`config.mk`:
```
export PLATFORM = sky130hd
export DESIGN_NAME = fpu_issue_ctrl
export DESIGN_NICKNAME = d
export VERILOG_FILES = /design/src/rtl/fpu_issue_ctrl.sv
export SDC_FILE = /design/constraint.sdc
export NUM_CORES = 1
export LEC_CHECK = 0
export ABC_AREA = 1
export CORE_ASPECT_RATIO = 0.7
export CORE_UTILIZATION = 40
export CTS_CLUSTER_DIAMETER = 30
export CTS_CLUSTER_SIZE = 14
export DETAILED_ROUTE_END_ITERATION = 7
export GPL_TIMING_DRIVEN = 0
export PLACE_DENSITY = 0.63
export SLEW_MARGIN = 20
export SYNTH_ARGS = -nofsm -noshare
export SYNTH_HDL_FRONTEND = slang
export SYNTH_SLANG_ARGS = --single-unit
```
`constraint.sdc`:
```
create_clock -name clk_i -period 7.78 [get_ports clk_i]
set_clock_uncertainty 0.05 [all_clocks]
set_input_delay 2.334 -clock clk_i [delete_from_list [all_inputs] [get_ports clk_i]]
set_output_delay 2.334 -clock clk_i [all_outputs]
set_load 0.02 [all_outputs]
```
`src/rtl/fpu_issue_ctrl.sv`:
```
// fpu_issue_ctrl: issues FP32 ops to the FPU with slot tags, blocks RAW/WAW hazards on in-flight
// destinations, buffers out-of-order results and drains them, lowest slot first, to writeback.
module fpu_issue_ctrl #(
   parameter int SLOTS = 4,
   localparam int TW = $clog2(SLOTS)
) (
   input  logic          clk_i,
   input  logic          rst_n_i,
   input  logic          issue_req_i,
   input  logic [4:0]    issue_rd_addr_i,
   input  logic          issue_rd_bank_i,
   input  logic [14:0]   rs_addr_i,
   input  logic [2:0]    rs_bank_i,
   input  logic [2:0]    rs_used_i,
   input  logic          flush_i,
   output logic          fpu_req_o,
   input  logic          fpu_gnt_i,
   output logic [TW-1:0] fpu_tag_o,
   input  logic          fpu_rvalid_i,
   input  logic [TW-1:0] fpu_tag_i,
   input  logic [31:0]   fpu_result_i,
   input  logic [4:0]    fpu_flags_i,
   output logic          wb_valid_o,
   input  logic          wb_ready_i,
   output logic [4:0]    wb_addr_o,
   output logic          wb_bank_o,
   output logic [31:0]   wb_data_o,
   output logic [4:0]    wb_flags_o,
   output logic          stall_id_o,
   output logic          busy_o,
   output logic          protocol_err_o
);
   logic [SLOTS-1:0]        valid_q, valid_d, done_q, done_d, bank_q, bank_d;
   logic [SLOTS-1:0][4:0]   rd_q, rd_d, flags_q, flags_d;
   logic [SLOTS-1:0][31:0]  res_q, res_d;
   logic                    err_q, err_d;
   logic [TW-1:0]           alloc_idx, wb_idx;
   logic                    free, raw_hz, waw_hz, fire, wb_any;

   // Descending scan so the lowest matching index wins; x0 on the X bank never aliases.
   always_comb begin
      free = 1'b0;
      alloc_idx = '0;
      wb_any = 1'b0;
      wb_idx = '0;
      raw_hz = 1'b0;
      waw_hz = 1'b0;
      for (int s = SLOTS - 1; s >= 0; s--) begin
         if (!valid_q[s]) begin
            free = 1'b1;
            alloc_idx = TW'(s);
         end
         if (valid_q[s] && done_q[s]) begin
            wb_any = 1'b1;
            wb_idx = TW'(s);
         end
         for (int i = 0; i < 3; i++)
            if (rs_used_i[i] && valid_q[s] && bank_q[s] == rs_bank_i[i] &&
                rd_q[s] == rs_addr_i[5*i +: 5] && (rs_bank_i[i] || rs_addr_i[5*i +: 5] != 5'd0))
               raw_hz = 1'b1;
         if (issue_req_i && valid_q[s] && bank_q[s] == issue_rd_bank_i &&
             rd_q[s] == issue_rd_addr_i && (issue_rd_bank_i || issue_rd_addr_i != 5'd0))
            waw_hz = 1'b1;
      end
   end

   assign fpu_req_o      = issue_req_i & free & ~raw_hz & ~waw_hz & ~flush_i;
   assign fpu_tag_o      = alloc_idx;
   assign fire           = fpu_req_o & fpu_gnt_i;
   assign stall_id_o     = ~flush_i & (raw_hz | (issue_req_i & ~fire));
   assign wb_valid_o     = wb_any;
   assign wb_addr_o      = wb_any ? rd_q[wb_idx] : 5'd0;
   assign wb_bank_o      = wb_any ? bank_q[wb_idx] : 1'b0;
   assign wb_data_o      = wb_any ? res_q[wb_idx] : 32'd0;
   assign wb_flags_o     = wb_any ? flags_q[wb_idx] : 5'd0;
   assign busy_o         = |valid_q;
   assign protocol_err_o = err_q;

   // Allocation only targets slots invalid in registered state, so it never collides with a drain.
   always_comb begin
      valid_d = valid_q;
      done_d = done_q;
      bank_d = bank_q;
      rd_d = rd_q;
      flags_d = flags_q;
      res_d = res_q;
      err_d = err_q;
      if (wb_any && wb_ready_i)
         valid_d[wb_idx] = 1'b0;
      if (fire) begin
         valid_d[alloc_idx] = 1'b1;
         done_d[alloc_idx] = 1'b0;
         rd_d[alloc_idx] = issue_rd_addr_i;
         bank_d[alloc_idx] = issue_rd_bank_i;
      end
      if (fpu_rvalid_i) begin
         if (valid_q[fpu_tag_i] && !done_q[fpu_tag_i]) begin
            done_d[fpu_tag_i] = 1'b1;
            res_d[fpu_tag_i] = fpu_result_i;
            flags_d[fpu_tag_i] = fpu_flags_i;
         end else
            err_d = 1'b1;
      end
   end

   always_ff @(posedge clk_i or negedge rst_n_i) begin
      if (!rst_n_i) begin
         valid_q <= '0;
         done_q <= '0;
         bank_q <= '0;
         rd_q <= '0;
         flags_q <= '0;
         res_q <= '0;
         err_q <= 1'b0;
      end else begin
         valid_q <= valid_d;
         done_q <= done_d;
         bank_q <= bank_d;
         rd_q <= rd_d;
         flags_q <= flags_d;
         res_q <= res_d;
         err_q <= err_d;
      end
   end
endmodule

```
# Word level (Yosys, flattened, before mapping)
# Index checks and enable logic that the tools add are counted.
# totals
register_bits,181
in_bits,73
out_inout_bits,50
word_cells,227
# classes
n_lt_le_gt_ge,6
n_eq_ne,32
muxes,69
bitwise_logic,19
reduce_logical,85
# ops
cell,count
$bwmux W128,1
$mux W32,3
$eq A5 B5 Y1,16
$logic_and A1 B1 Y1,73
$bmux W32 S2,1
$demux W32 S2,1
$bwmux W20,2
$mux W1,31
$mux W5,6
$bmux W5 S2,2
$demux W5 S2,2
$mux W4,5
$reduce_bool A5 Y1,4
$eq A1 B1 Y1,16
$mux W2,8
$lt A2 B3 Y1 const B,3
$and A4 B4 Y4,2
$not A4 Y4,2
$or A4 B4 Y4,2
$and A1 B1 Y1,7
$bmux W1 S2,3
$demux W1 S2,3
$ge A2 B1 Y1 const B,3
$not A1 Y1,5
other kinds (6),10

# Depth between registers and ports, before layout
# depth
ltp_word,25
depth_mapped,15
mapped_depth_nobuf,14

# Worst setup path before layout
# OpenSTA, ideal clock, no wires.
# synth_timing
path_kind,in2out
from,in issue_rd_addr_i[2]
to,out stall_id_o
arrival_time_ns,3.745
required_ns,5.396
path_slack_ns,1.651
stages,14
n_path_buf,2
cell_sequence,buf_2 inv_1 nand2_1 o21ai_0 nor2_1 nand2_1 nor2_1 nor2_1 nand2_1 nand2_1 nand2_1 nor2_4 buf_6 a21oi_1
# synth_via
elab_chain_len,15
elab_cells_between_ends,26
cone_classes,4 x eq/ne; 4 x mux; 8 x bitwise; 10 x reduce/logical
# synth_rtl
item,line,source
from (decl),10,"input logic [4:0] issue_rd_addr_i,"
$eq A5 B5 Y1 or $reduce_bool A5 Y1 (tied branches),62,rd_q[s] == issue_rd_addr_i && (issue_rd_bank_i || issue_rd_addr_i != 5'd0))
$logic_and A1 B1 Y1 or $logic_or A1 B1 Y1 (tied branches),"61, 62",
$logic_and A1 B1 Y1,62,
$mux W1 (3 in a row),61,if (issue_req_i && valid_q[s] && bank_q[s] == issue_rd_bank_i &&
$mux W1 *,61,
$not A1 Y1 *,67,assign fpu_req_o = issue_req_i & free & ~raw_hz & ~waw_hz & ~flush_i;
$and A1 B1 Y1 * (2 in a row),67,
named net fpu_req_o,16,"output logic fpu_req_o,"
$and A1 B1 Y1 *,69,assign fire = fpu_req_o & fpu_gnt_i;
$not A1 Y1 *,70,assign stall_id_o = ~flush_i & (raw_hz | (issue_req_i & ~fire));
$and A1 B1 Y1 *,70,
$or A1 B1 Y1 *,70,
$and A1 B1 Y1 *,70,
to (decl),29,"output logic stall_id_o,"
# The timed path passes the listed nets; every way through them passes the cells marked *.

# Worst setup path after layout
# layout_timing
from,in rs_addr_i[8]
to,out stall_id_o
# layout_via
elab_chain_len,23
elab_cells_between_ends,34
cone_classes,4 x eq/ne; 11 x mux; 9 x bitwise; 10 x reduce/logical
# layout_rtl
item,line,source
from (decl),12,"input logic [14:0] rs_addr_i,"
$eq A5 B5 Y1 or $reduce_bool A5 Y1 (tied branches),59,rd_q[s] == rs_addr_i[5*i +: 5] && (rs_bank_i[i] || rs_addr_i[5*i +: 5] != 5'd0))
$logic_and A1 B1 Y1 or $logic_or A1 B1 Y1 (tied branches),"58, 59",
$logic_and A1 B1 Y1,59,
$mux W1 (9 in a row),58,if (rs_used_i[i] && valid_q[s] && bank_q[s] == rs_bank_i[i] &&
$mux W1 * (2 in a row),58,
$not A1 Y1,67,
$and A1 B1 Y1 (3 in a row),67,
$and A1 B1 Y1,69,
$not A1 Y1,70,
$and A1 B1 Y1,70,
$or A1 B1 Y1 *,70,
$and A1 B1 Y1 *,70,
# Every way passes the cells marked *; elsewhere a longest branch is shown, timed or not.

==> flow_summary.yaml <==
status:
  status: "finished clean"
routing:
  vias: 10133
  viasPerCell: 5.347
  drcViolationCount: 0
  drtIter0Drc: 1163
  wl_per_cell_um: 18.60
  routed_wl_mm: 35.25
  first_pass_iters: 7
  final_antenna_net_count: 0
clock_network:
  root_buffer: "clkbuf_16"
  cts_buffer_depth: 2
  numCtsBuffers: 17
  clkLatencyLatePin_ps: 440
  cts_resized: 0
  post_cts_buffers: 0
  path_clk_slew_ps: 60
  cts_sinks: 181
  cts_tree: "done"
  htreeDepth: 4
  hold_buffers: 0
floorplan:
  fp.dieH_um: 134.9
  die_w_um: 191.8
  start_util: 0.4088
  num_rows: 48
  core_area_sq_um: 24680
  io_pins: 123
  dieArea_sq_um: 25880
placement:
  port_buffers: 116
  place.gp.congestion: 1.001
  placed_cell_area_sq_um: 11720
  hpwl_mm: 25.24
timing:
  slew_headroom: 0.3630
  tightestPinTransition_ps: 955.5
  fin_crit_ps: 7381
  finalSetupTns_ps: 0
  finalCritPeriodShare: 0.9487
  rsz0062_at_grt: "false"
  hold_viol: 0
  fmax_mhz: 135.5
  setup_viol: 0
  finalMaxSlewViolations: 0
synthesis:
  synth_cell_types: 30
  avgSynthCellArea_sq_um: 7.106
  ys_seq_elements: 181
  synth_top_area_frac: 0.4489
  syn_inst: 1420
  yosys-top-cells-area: "dfrtp_1, nand2_1, nor2_1"
  synthesis.area_sq_um: 10090
  synth_area_leader_cell: "dfrtp_1"
  yosysSeqAreaShare: 0.4489
  ys.warnings.count: 0
  synth_nets: 1493
global_route:
  grt_remaining_overflow: 0
  grt_pass1_vias: 9376
  grt.met1_usage: 0.4496
  top_usage_layer: "met1"
  grt_pass1_wl_mm: 54.61
  met3_usage: 0.05016
  grt_use_met2: 0.3881
  grt_max_degree: 86
  antenna_found_initial: 0
  track_usage: 0.2820
layout:
  nNetsFinal: 1630
  num_antenna_cells: 0
  area_growth_pct: 22.12
  postLayoutCellArea_sq_um: 12320
  final_common_cell: "nand2_1"
  final_cell_mix: "nand2_1, dfrtp_1, nor2_1, clkdlybuf4s50_1, o21ai_1"
  drive_above_1_share: 0.07006
pwr:
  p_leak_nw: 5.908
  peakVddDrop_mv: 0.2199
  power_density_nw_per_um2: 410.1
worst_setup_path:
  worstSetupPathType: "primary input to primary output"
  crit_required_ps: 5400
  start_kind: "primary input"
  critPathMaxFanout: 10
  worst_setup_path_end_kind: "primary output"
  arrival_ps: 5000
job:
  maxCapViolCount: 0
hold_path:
  min_path_type: "flop to flop"
[metrics by stage]
| stage | setup slack (ps) | util | hold slack, ps | power, mW | std cells |
|---|---|---|---|---|---|
| 6_report | 398.8 | 0.4992 | 426.0 | 5.053 | 1895 |
| 5_1_grt | 272.2 | 0.4992 | 445.0 | 5.407 | 1895 |
| 4_1_cts | 453.9 | 0.4992 | 428.5 | 5.036 | 1895 |
| 3_5_place_dp | 459.5 | 0.4748 | 412.2 | 4.124 | 1863 |
| 3_3_place_gp | -3365 | 0.4723 | 409.3 | 4.100 | 1861 |
| 2_1_floorplan | 1651 | - | 397.9 | 3.083 | 1420 |
[per-layer routing]
layer	vias to the layer above	share of wire
li1	4828	-
met1	4850	0.50
met2	413	0.41
met3	42	0.078
met4	0	0.015
met5	-	0
[sequential cells by signal, summed over array words and instances (netlist names)]
signal / flops
flags_q: 20
valid_q: 4
protocol_err_o: 1
rd_q: 20
bank_q: 4
done_q: 4
res_q: 128
[cell usage after synthesis]
library cell	instances
dfrtp_1	181
a31oi_1	43
buf_6	16
nor2_2	2
a22oi_2	1
buf_2	25
o21ai_0	86
a221oi_4	1
nand4_1	25
nand2_1	543
nor4_1	3
inv_1	104
nand4_2	4
o21bai_1	2
clkbuf_2	2
nand3b_1	4
a21oi_1	27
nor3_1	3
buf_4	6
xnor2_1	13
a21oi_2	1
o31ai_1	1
o21ai_1	107
nand3_2	5
nor2_1	154
inv_2	2
clkbuf_1	31
nand3_1	17
nor2_4	1
o21ai_2	10
[layout make-up]
cell class | instances | area (sq um)
inverter | 106 | 397.9
timing repair buffer | 118 | 1221
fill | 2520 | 12360
clock buffer | 18 | 429.2
tap | 325 | 406.6
buffer | 80 | 476.7
clock inverter | 14 | 175.2
sequential | 181 | 4529
multi-input combinational | 1053 | 4687
[logic make-up after synthesis]
group / after synthesis / synth area share
buf+inv: 186 / 0.08667
compound gates: 279 / 0.1514
flops: 181 / 0.4489
simple gates: 761 / 0.3018
xor+xnor: 13 / 0.01128
[worst paths after layout]
path | cells past startpoint | start | to | slack, ps
worst max-delay path | 14 | rs_addr_i[8] | stall_id_o | 400
worst min-delay path | 2 | res_q[36] | res_q[36] | 430
worst max register to register | 11 | bank_q[2] | done_q[3] | 5060
worst min register to register | 2 | res_q[36] | res_q[36] | 430
max in group asynchronous | 3 | rst_n_i | res_q[69] | 4940
min in group asynchronous | 1 | rst_n_i | res_q[119] | 1680
[power breakdown]
| group | switching [mW] | internal, mW | total, mW |
|---|---|---|---|
| clock network | 0.386 | 0.509 | 0.895 |
| logic | 1.59 | 0.924 | 2.51 |
| registers | 0.307 | 1.34 | 1.65 |
[worst max-delay path, stage by stage]
cell             delay, ps
clkdlybuf4s50_1        630
inv_1                  140
nand2_1                 80
nand2_1                 70
nand3_1                110
nor2_1                  60
nor2_1                 100
nand2_1                 70
nand2_1                140
nand3_2                190
nor2_4                 260
buf_6                  190
a21oi_1                 70
clkdlybuf4s50_1        560
(Power assumes the default switching activity.)
